===== src/rtl/lfsr_pkg.sv =====
// Shared constants for the LFSR LED demo: button lanes and LED field positions.
// Both lfsr_ctrl and its testbench import this package.
package lfsr_pkg;

  localparam int NUM_BTN     = 5;
  localparam int BTN_STEP    = 0;
  localparam int BTN_RST     = 1;
  localparam int BTN_LOAD    = 2;
  localparam int BTN_RUN     = 3;

  localparam int LED_STATE_W = 14;
  localparam int LED_RUN     = 14;
  localparam int LED_WRAP    = 15;

endpackage


===== src/rtl/btn_sync_edge.sv =====
// Two-flop synchroniser per button lane followed by a rising-edge detector.
// o_pulse is a single-cycle pulse per press, however long the button is held.
module btn_sync_edge #(
  parameter int N = 5
) (
  input  logic         clk,
  input  logic         rst,
  input  logic [N-1:0] i_btn,
  output logic [N-1:0] o_pulse
);

  logic [N-1:0] r_s1;
  logic [N-1:0] r_s2;
  logic [N-1:0] r_s3;

  always_ff @(posedge clk) begin
    if (rst) begin
      r_s1 <= '0;
      r_s2 <= '0;
      r_s3 <= '0;
    end else begin
      r_s1 <= i_btn;
      r_s2 <= r_s1;
      r_s3 <= r_s2;
    end
  end

  assign o_pulse = r_s2 & ~r_s3;

endmodule


===== src/rtl/lfsr_ctrl.sv =====
// Fibonacci LFSR controller: button step / soft reset / seed load / run toggle,
// prescaled auto-step in run mode, and a sticky flag when the sequence returns to its start.
module lfsr_ctrl
  import lfsr_pkg::*;
#(
  parameter int          WIDTH = 8,
  parameter int unsigned TAPS  = 'h1D,
  parameter int unsigned SEED  = 1,
  parameter int          DIV   = 5000000
) (
  input  logic        clk,
  input  logic        rst,
  input  logic [4:0]  btn,
  input  logic [7:0]  sw,
  output logic [15:0] ledr
);

  localparam int              PW     = (DIV > 1) ? $clog2(DIV) : 1;
  localparam logic [WIDTH-1:0] L_TAPS = WIDTH'(TAPS);
  localparam logic [WIDTH-1:0] L_SEED = WIDTH'(SEED);
  localparam logic [PW-1:0]    L_LAST = PW'(DIV - 1);

  logic [NUM_BTN-1:0] w_pulse;
  logic               w_step;
  logic               w_soft;
  logic               w_load;
  logic               w_toggle;
  logic               w_unused_btn4;
  logic               w_tick;
  logic               w_adv;
  logic               w_fb;
  logic [WIDTH-1:0]   w_next;
  logic [WIDTH-1:0]   w_sw_raw;
  logic [WIDTH-1:0]   w_sw_val;

  logic [WIDTH-1:0]   r_state;
  logic [WIDTH-1:0]   r_ref;
  logic               r_run;
  logic               r_wrap;
  logic [PW-1:0]      r_presc;

  btn_sync_edge #(.N(NUM_BTN)) u_btn (
    .clk     (clk),
    .rst     (rst),
    .i_btn   (btn),
    .o_pulse (w_pulse)
  );

  assign w_step        = w_pulse[BTN_STEP];
  assign w_soft        = w_pulse[BTN_RST];
  assign w_load        = w_pulse[BTN_LOAD];
  assign w_toggle      = w_pulse[BTN_RUN];
  assign w_unused_btn4 = w_pulse[4];

  assign w_fb   = ^(r_state & L_TAPS);
  assign w_next = {w_fb, r_state[WIDTH-1:1]};

  // sw is 8 bits: zero-extend for wide LFSRs, truncate for narrow ones.
  always_comb begin
    w_sw_raw = '0;
    for (int i = 0; i < WIDTH && i < 8; i++) begin
      w_sw_raw[i] = sw[i];
    end
    w_sw_val = (w_sw_raw == '0) ? L_SEED : w_sw_raw;
  end

  assign w_tick = r_run && (r_presc == L_LAST);
  assign w_adv  = w_step | w_tick;

  // Prescaler idles at 0 outside run mode so the first tick is a full DIV cycles away.
  always_ff @(posedge clk) begin
    if (rst) begin
      r_presc <= '0;
    end else if (!r_run || w_tick) begin
      r_presc <= '0;
    end else begin
      r_presc <= r_presc + 1'b1;
    end
  end

  always_ff @(posedge clk) begin
    if (rst) begin
      r_run <= 1'b0;
    end else if (w_toggle) begin
      r_run <= ~r_run;
    end
  end

  // Soft reset and load win over any advance; a tick landing with them is simply dropped.
  always_ff @(posedge clk) begin
    if (rst) begin
      r_state <= L_SEED;
      r_ref   <= L_SEED;
      r_wrap  <= 1'b0;
    end else if (w_soft) begin
      r_state <= L_SEED;
      r_ref   <= L_SEED;
      r_wrap  <= 1'b0;
    end else if (w_load) begin
      r_state <= w_sw_val;
      r_ref   <= w_sw_val;
      r_wrap  <= 1'b0;
    end else if (r_state == '0) begin
      r_state <= L_SEED;
    end else if (w_adv) begin
      r_state <= w_next;
      if (w_next == r_ref) begin
        r_wrap <= 1'b1;
      end
    end
  end

  always_comb begin
    ledr                = '0;
    ledr[WIDTH-1:0]     = r_state;
    ledr[LED_RUN]       = r_run;
    ledr[LED_WRAP]      = r_wrap;
  end

endmodule


===== config.mk =====
export PLATFORM = sky130hd
export DESIGN_NAME = lfsr_ctrl
export DESIGN_NICKNAME = d
export VERILOG_FILES = /design/src/rtl/lfsr_pkg.sv /design/src/rtl/btn_sync_edge.sv /design/src/rtl/lfsr_ctrl.sv
export SDC_FILE = /design/constraint.sdc
export NUM_CORES = 1
export LEC_CHECK = 0
export BUFFER_PORTS_ARGS = -buffer_cell sky130_fd_sc_hd__buf_2
export CORE_AREA = 2 2 82 123
export DETAILED_ROUTE_END_ITERATION = 10
export DIE_AREA = 0 0 84 125
export GPL_ROUTABILITY_DRIVEN = 0
export HOLD_SLACK_MARGIN = 0.08
export PLACE_DENSITY = 0.4
export SLEW_MARGIN = 0
export SYNTH_ARGS = -nofsm -noshare
export SYNTH_HDL_FRONTEND = slang
export SYNTH_SLANG_ARGS = --single-unit

===== constraint.sdc =====
create_clock -name clk -period 1.8 [get_ports clk]
set_clock_uncertainty 0.2 [all_clocks]
set_input_delay 0.27 -clock clk [delete_from_list [all_inputs] [get_ports clk]]
set_output_delay 0.27 -clock clk [all_outputs]
set_load 0.005 [all_outputs]

Word level (Yosys, flattened, before mapping)
Index checks and enable logic that the tools add are counted.

Word-level logic and storage cells: 31. Output and inout bits: 16. Bits of input ports: 15. Register bits after elaboration: 53.

Reductions and logical operators: 11. Eq/ne operators: 2. Muxes and demuxes: 4. Bitwise gates (word level): 5. $add $sub $neg: 1.

Operators with widths (number): $mux W8 (4); $add A23 B1 Y23 const B (1); $eq A23 B23 Y1 const B (1); $logic_not A8 Y1 (2); $eq A8 B8 Y1 (1); $reduce_xor A8 Y1 (1); $and A4 B4 Y4 (1); $not A4 Y4 (1); $reduce_or A2 Y1 (2); $reduce_and A3 Y1 (1); $reduce_bool A3 Y1 (1); $reduce_or A3 Y1 (1); $not A1 Y1 (2); $logic_and A1 B1 Y1 (1); $logic_not A1 Y1 (1); $logic_or A1 B1 Y1 (1); $or A1 B1 Y1 (1).

Depth between registers and ports, before layout
Gate-level depths: netlist of run 1.

Depth in word-level cells: 6. Gate-level depth with buffers: 8. Depth with buffers taken out: 7.

Modules after synthesis
Synthesis of run 1 repeated with hierarchy kept, for this count alone.

Cell total of the unflattened synthesis: 268. Area total of the unflattened synthesis: 2542.4 sq um.

Modules (own cells, without submodules): lfsr_ctrl (cells each 232, times used 1, area an instance 2078.2 sq um, seq. area each 820.8 sq um); btn_sync_edge (cells each 36, times used 1, area an instance 464.2 sq um, seq. area each 300.3 sq um).

Worst setup path after synthesis of run 1
No wires, ideal clock.

Kind: reg2reg. Start point: register r_presc[0]. End point: register r_state[0]. Cell stages (with the launch flop): 7. Setup slack: -167 ps. Arrival time: 1645 ps. Required time: 1478 ps. Period minus slack after synthesis: 1967 ps. Buffers on the path: 0. Library setup time: 122 ps. Cell sequence: dfxtp_1 -> ha_1 -> nand2_1 -> or4_4 -> nor2_1 -> nor2_1 -> a311o_1.

Word-level cells in the longest chain between the ends: 4.

RTL lines: start: declaration (RTL line lfsr_ctrl.sv:40) `logic [PW-1:0] r_presc;`; start signal: assignment (RTL line lfsr_ctrl.sv:77) `r_presc <= r_presc + 1'b1;`; $eq A23 B23 Y1 (RTL line lfsr_ctrl.sv:67) `assign w_tick = r_run && (r_presc == L_LAST);`; $logic_and A1 B1 Y1 (RTL line lfsr_ctrl.sv:67); $or A1 B1 Y1 (RTL line lfsr_ctrl.sv:68) `assign w_adv = w_step | w_tick;`; $reduce_bool A3 Y1 (no line); end signal: assignment (RTL line lfsr_ctrl.sv:100) `r_state <= w_sw_val;`; end signal: assignment (RTL line lfsr_ctrl.sv:106) `r_state <= w_next;`; end: declaration (RTL line lfsr_ctrl.sv:36) `logic [WIDTH-1:0] r_state;`.

Every way passes these cells. A chain may end at the register's enable or synchronous reset.

Worst setup path in the final report of run 1
Start point: register r_presc[1]. End point: register r_state[1].

The elaborated chain is that of the path after synthesis.

==> impl_metrics.tcl, run 1 <==
set metrics [dict create \
    arrival_ns 1.84 \
    core-area_sq_mm 0.00952 \
    placement.io_buffers 23 \
    met1_usage 0.118 \
    cp_max_fo 14 \
    crit_required_ns 1.82 \
    wl_um 5700 \
    ys_seq_area_frac 0.460 \
    cpMaxStageDelayCell "or4_4" \
    violations "negative setup slack" \
    drc 0 \
    vias 2020 \
    dr.pass1.iters 4 \
    crit_chain "ha_4 -> nand2_2 -> or4_4 -> o21ai_4 -> buf_12 -> o21ai_1 -> a21oi_1" \
    grt_max_degree 17 \
    hold_path.class "input port to flop" \
    antenna_found_initial 0 \
    pin_count 31 \
    path_class "flop to flop" \
    initialDrtViolationCount 34 \
    numCtsBuffers 5 \
    power.total_mw 2.56 \
    stdcell_count 469 \
    yosys.area.top_type "dfxtp_1" \
    p_leak_nw 1.33 \
    placed_area_sq_mm 0.00293 \
    clkSinkCount 53 \
    synth.top_cell.area_share 0.460 \
    root_buffer "clkbuf_16" \
    dp_cells 439 \
    cts_tree "yes" \
    start_kind "flop" \
    drv_cap 0 \
    grt_usage 0.116 \
    nNetsFinal 370 \
    ys_top_cells_by_area "dfxtp_1 46%, xor2_1 6.5%, nor2_1 5.4%" \
    status "finished, violations left" \
    peakVddDrop_mv 0.466 \
    critPathMaxStageDelay_ns 0.52 \
    path_clk_slew_ns 0.07 \
    netlist_area_sq_mm 0.00231 \
    final_area_sq_mm 0.00338 \
    rows 44 \
    yosys_warnings 0 \
    use_met2 0.219 \
    antennaDiodeCount 0 \
    hold_viol_final 0 \
    path_delay_family "simple AND/OR/NAND/NOR gates" \
    hpwl_um 4110 \
    syn_inst 259 \
    fmax_mhz 551 \
    syn_area_per_cell_sq_um 8.90 \
    grt_first_pass_wirelength_um 9560 \
    utilization 0.355 \
    areaGrowthSynthToFinish_pct 46.8 \
    ant_nets 0 \
    vias_per_cell 4.31 \
    end_kind "flop" \
    critPathBufInv 1 \
    worstSkewPairLatency_ns 0.30 \
    grt.busiest_layer "met2" \
    die-area_sq_mm 0.0105 \
    setup_viol 4 \
    wire_per_inst_um 12.2 \
    htreeDepth 2 \
    slew_viol_final 0 \
    fin_ws_ns -0.0135 \
    use_met3 0.0277 \
    start_util 0.242 \
    power_density_mw_per_mm2 757 \
    ys_seq_elements 53 \
    cts_buffer_depth 2 \
    fin_crit_sh 1.01 \
    rsz0062_at_grt "true" \
    min_period_ns 1.81 \
    die_x_um 84 \
    synth_cell_type_count 36 \
    grt_pass1_vias 2064 \
    die_y_um 125 \
    drive_above_1_share 0.336 \
    grt_overflow 0 \
]
-- cell usage in the layout, fill, tap and decap left out, types with 3 or more instances in the layout --
| cell type | synthesis | layout |
|---|---|---|
| a21boi_0 | 7 | 7 |
| a21oi_1 | 16 | 15 |
| and3_1 | 3 | 3 |
| buf_2 | 2 | 23 |
| buf_4 | 8 | 54 |
| clkbuf_16 | 0 | 6 |
| conb_1 | 1 | 6 |
| dfxtp_1 | 53 | 45 |
| dfxtp_2 | 0 | 8 |
| dlygate4sd3_1 | 0 | 14 |
| inv_1 | 6 | 6 |
| nand2_1 | 26 | 25 |
| nand3_1 | 10 | 9 |
| nand4_1 | 7 | 7 |
| nor2_1 | 33 | 31 |
| nor2b_1 | 16 | 16 |
| nor3_1 | 3 | 3 |
| o21ai_1 | 3 | 4 |
| o21ai_2 | 0 | 4 |
| xnor2_1 | 14 | 14 |
| xor2_1 | 17 | 17 |
-- area by class of cell --
cell class,instances,area (sq um)
timing repair buffer,96,748
fill,1018,6140
clock buffer,6,139
clock inverter,2,13.8
sequential,53,1070
multi-input combinational,191,1250
tap,115,144
inverter,6,22.5
-- cell usage after synthesis, drive strengths merged --
cell type	n
nand2	26
nor4	4
ha	2
and4	2
nand4	7
and3	3
a21oi	16
nor4b	3
conb	1
nand3	11
a211oi	2
nor3	3
dfxtp	53
nor3b	1
o21a	1
inv	6
o41ai	1
a311o	1
or4	1
nor2	33
xnor2	14
nor2b	16
o21ai	11
a21boi	7
buf	11
nand2b	1
a21o	1
xor2	17
nand4b	1
clkbuf	3
-- worst min-delay path: cells and delay by family --
kind / cells / cell delay [ns]
compound gates: 2 / 0.21
buf+inv: 1 / 0.08
-- per-layer routing --
layer	share of wire	up-vias
li1	-	1047
met1	0.41	927
met2	0.54	39
met3	0.034	7
met4	0.020	0
met5	0	-
-- cells by family (layout without fill, tap and decap cells) --
kind of cell | after synthesis | after routing | synth area share
AO/OA/AOI/OAI | 40 | 40 | 0.111
AND/OR/NAND/NOR | 112 | 112 | 0.249
flip-flops | 53 | 53 | 0.460
buffers and inverters | 20 | 110 | 0.0499
other | 1 | 6 | 0.00163
adder cells (fa/ha/maj) | 2 | 2 | 0.0109
XOR/XNOR | 31 | 31 | 0.118
-- state kept, by name (all words and copies together) (netlist names) --
| signal | cells |
|---|---|
| r_presc | 23 |
| r_wrap | 1 |
| r_run | 1 |
| u_btn.r_s2 | 4 |
| r_state | 8 |
| u_btn.r_s1 | 4 |
| u_btn.r_s3 | 4 |
| r_ref | 8 |
-- where the power goes --
group | internal [mW] | switching (mW)
clock network | 0.555 | 0.445
registers | 1.21 | 0.0196
logic | 0.171 | 0.162
-- per-stage QoR --
| step | hold WS, ns | setup slack [ns] | TNS, ns |
|---|---|---|---|
| floorplan | 0.142 | -0.0333 | -0.747 |
| global placement | 0.220 | -0.100 | -2.53 |
| detailed placement | 0.228 | -0.118 | -3.09 |
| CTS | 0.0934 | -0.0411 | -0.267 |
| global route | 0.132 | -0.138 | -1.81 |
| finish | 0.0971 | -0.0135 | -0.0323 |
-- worst paths after layout --
kind,from,to,cells after the start,slack [ns]
max,r_presc[1]$_SDFF_PP0_,r_state[1]$_SDFFE_PP0P_,7,-0.01
min,sw[0],r_ref[0]$_SDFFE_PP1P_,3,0.1
max reg2reg,r_presc[1]$_SDFF_PP0_,r_state[1]$_SDFFE_PP0P_,7,-0.01
min reg2reg,u_btn.r_s1[1]$_SDFF_PP0_,u_btn.r_s2[1]$_SDFF_PP0_,1,0.23
-- timing repair --
action / 4_1_cts / 5_1_grt
pin swaps: 9 / 7
gates cloned: 1 / 0
hold buffers: 14 / 0
endpoints found under the hold margin: 15 / 0
buffers inserted: 2 / 5
gates resized for setup: 14 / 13
setup endpoints to repair: 31 / 32
No activity file was read; power rests on OpenSTA's default activity.
==> inputs of run 2 (changes only) <==
Settings changed: CELL_PAD_IN_SITES_DETAIL_PLACEMENT set to 1, CELL_PAD_IN_SITES_GLOBAL_PLACEMENT set to 1, PLACE_DENSITY 0.4 to not set, PLACE_DENSITY_LB_ADDON set to 0.1.
==> run 2 against run 1 <==
Against the previous run: the run still ends with negative setup slack left; clock power grew 8%; maximum frequency shrank 2.2%; non-clock buffer count decreased by 7; wire length increased by 20%; register-to-register slack lost 0.04 ns; global-route usage grew 1.8 points; first-iteration DRC count is 35% lower.
==> impl_metrics.tcl, run 2 (same netlist as run 1, synthesis figures left out) <==
set metrics [dict create \
    grt_max_degree 16 \
    pin_count 31 \
    final_common_cell "buf_4" \
    timing.rr.start "r_presc[1]$_SDFF_PP0_" \
    areaGrowthSynthToFinish_pct 55.9 \
    violations "negative setup slack" \
    cts_tree "yes" \
    ant_nets 0 \
    die-area_sq_mm 0.0105 \
    path_clk_slew_ns 0.07 \
    vias 2052 \
    cpMaxStageDelayCell "or4_4" \
    reg.largest.list "r_presc x23, r_ref x8, r_state x8" \
    path_delay_family "simple AND/OR/NAND/NOR gates" \
    p_sw_mw 0.638 \
    rows 44 \
    grt_usage 0.134 \
    nNetsFinal 363 \
    critPathBufInv 1 \
    htreeDepth 2 \
    dp_cells 438 \
    power_density_mw_per_mm2 743 \
    min_period_ns 1.86 \
    largest_reg_flops 23 \
    critPathMaxStageDelay_ns 0.52 \
    worstSkewPairLatency_ns 0.29 \
    root_buffer "clkbuf_16" \
    start_kind "flop" \
    cp_max_fo 14 \
    layout.cells.most_common_list "48 x buf_4, 42 x dfxtp_1, 24 x nand2_1" \
    crit_required_ns 1.83 \
    die_x_um 84 \
    path_class "flop to flop" \
    drv_cap 0 \
    die_y_um 125 \
    swShare 0.239 \
    vias_per_cell 4.45 \
    core-area_sq_mm 0.00952 \
    rsz0062_at_grt "true" \
    hpwl_um 5030 \
    drive_above_1_share 0.436 \
    setup_viol 8 \
    grt_first_pass_wirelength_um 10800 \
    dr.pass1.iters 4 \
    stdcell_count 461 \
    grt_overflow 0 \
    numCtsBuffers 5 \
    hold_viol_final 0 \
    fmax_mhz 539 \
    fin_crit_sh 1.03 \
    antennaDiodeCount 0 \
    start_util 0.242 \
    wl_um 6850 \
    hold_path.class "input port to flop" \
    crit_start "r_presc[1]$_SDFF_PP0_" \
    internal_power_mw 2.03 \
    hold_path_startpoint "sw[2]" \
    crit_chain "ha_4 -> nand2_4 -> or4_4 -> o21ai_4 -> buf_12 -> o21ai_1 -> a21oi_1" \
    slew_viol_final 0 \
    seqPwrFrac 0.463 \
    wire_per_inst_um 14.9 \
    p_leak_nw 1.35 \
    clkSinkCount 53 \
    fin_ws_ns -0.0551 \
    combPwrFrac 0.131 \
    cts_buffer_depth 2 \
    initialDrtViolationCount 22 \
    placement.io_buffers 23 \
    regMostFlops "r_presc" \
    antenna_found_initial 0 \
    status "finished, violations left" \
    drc 0 \
    peakVddDrop_mv 0.445 \
    grt_pass1_vias 2129 \
    power.share.clock 0.406 \
    arrival_ns 1.88 \
    dp_worst_setup_slack_ns -0.128 \
    end_kind "flop" \
]
==> run 2: layout make-up <==
class	count	area [sq um]
Clock buffer	5	125
Sequential cell	53	1070
Tap cell	115	144
Multi-Input combinational cell	191	1480
Timing Repair Buffer	89	714
Fill cell	1091	5930
Inverter	6	22.5
Clock inverter	2	35.0
==> run 2: final timing paths <==
path              depth (start not counted)                        to  slack (ns)
setup / recovery                          7   r_state[1]$_SDFFE_PP0P_       -0.06
hold / removal                            3     r_ref[2]$_SDFFE_PP0P_        0.09
setup reg to reg                          7   r_state[1]$_SDFFE_PP0P_       -0.06
hold reg to reg                           1  u_btn.r_s2[0]$_SDFF_PP0_        0.23
==> run 2: layer usage <==
layer	wire length (um)	vias to the layer above	part of all wire	GRT usage
met3	166	9	0.024	0.0251
met5	0	-	0	0
li1	-	1025	-	-
met4	136	0	0.020	0.0522
met2	4100	30	0.60	0.265
met1	2450	988	0.36	0.135
==> run 2: metrics by stage <==
stage / util / hold slack, ns / TNS (ns) / cell area [sq um] / power [mW]
after floorplan: - / 0.142 / -0.747 / 2360 / 1.42
after detailed placement: 0.306 / 0.228 / -2.54 / 2910 / 1.55
after CTS: 0.341 / 0.0912 / -0.461 / 3250 / 2.68
final: 0.378 / 0.0901 / -0.329 / 3600 / 2.67
after global placement: 0.306 / 0.223 / -1.55 / 2910 / 1.54
after global routing: 0.378 / 0.101 / -2.34 / 3600 / 2.80
==> run 2: tightest hold or removal path: cells and delay by family <==
kind | cells | cell delay (ns)
AOI/OAI and AO/OA | 1 | 0.07
and+or+nand+nor | 1 | 0.10
buffers and inverters | 1 | 0.10
==> run 2: timing repair <==
| action | 4_1_cts | 5_1_grt |
|---|---|---|
| endpoints found under the setup margin | 32 | 32 |
| gates resized for setup | 19 | 72 |
| endpoints found under the hold margin | 10 | 0 |
| gates cloned | 1 | 1 |
| buffers inserted | 2 | 2 |
| pin swaps | 7 | 32 |
| hold buffers | 10 | 0 |
==> run 2: power groups by stage <==
stage                     logic (mW)  clock network [mW]  registers [mW]
after floorplan                0.155                   0            1.27
after detailed placement       0.283                   0            1.26
final                          0.349                1.08            1.24
after global routing           0.386                1.17            1.24
after CTS                      0.311                1.13            1.24
after global placement         0.279                   0            1.26
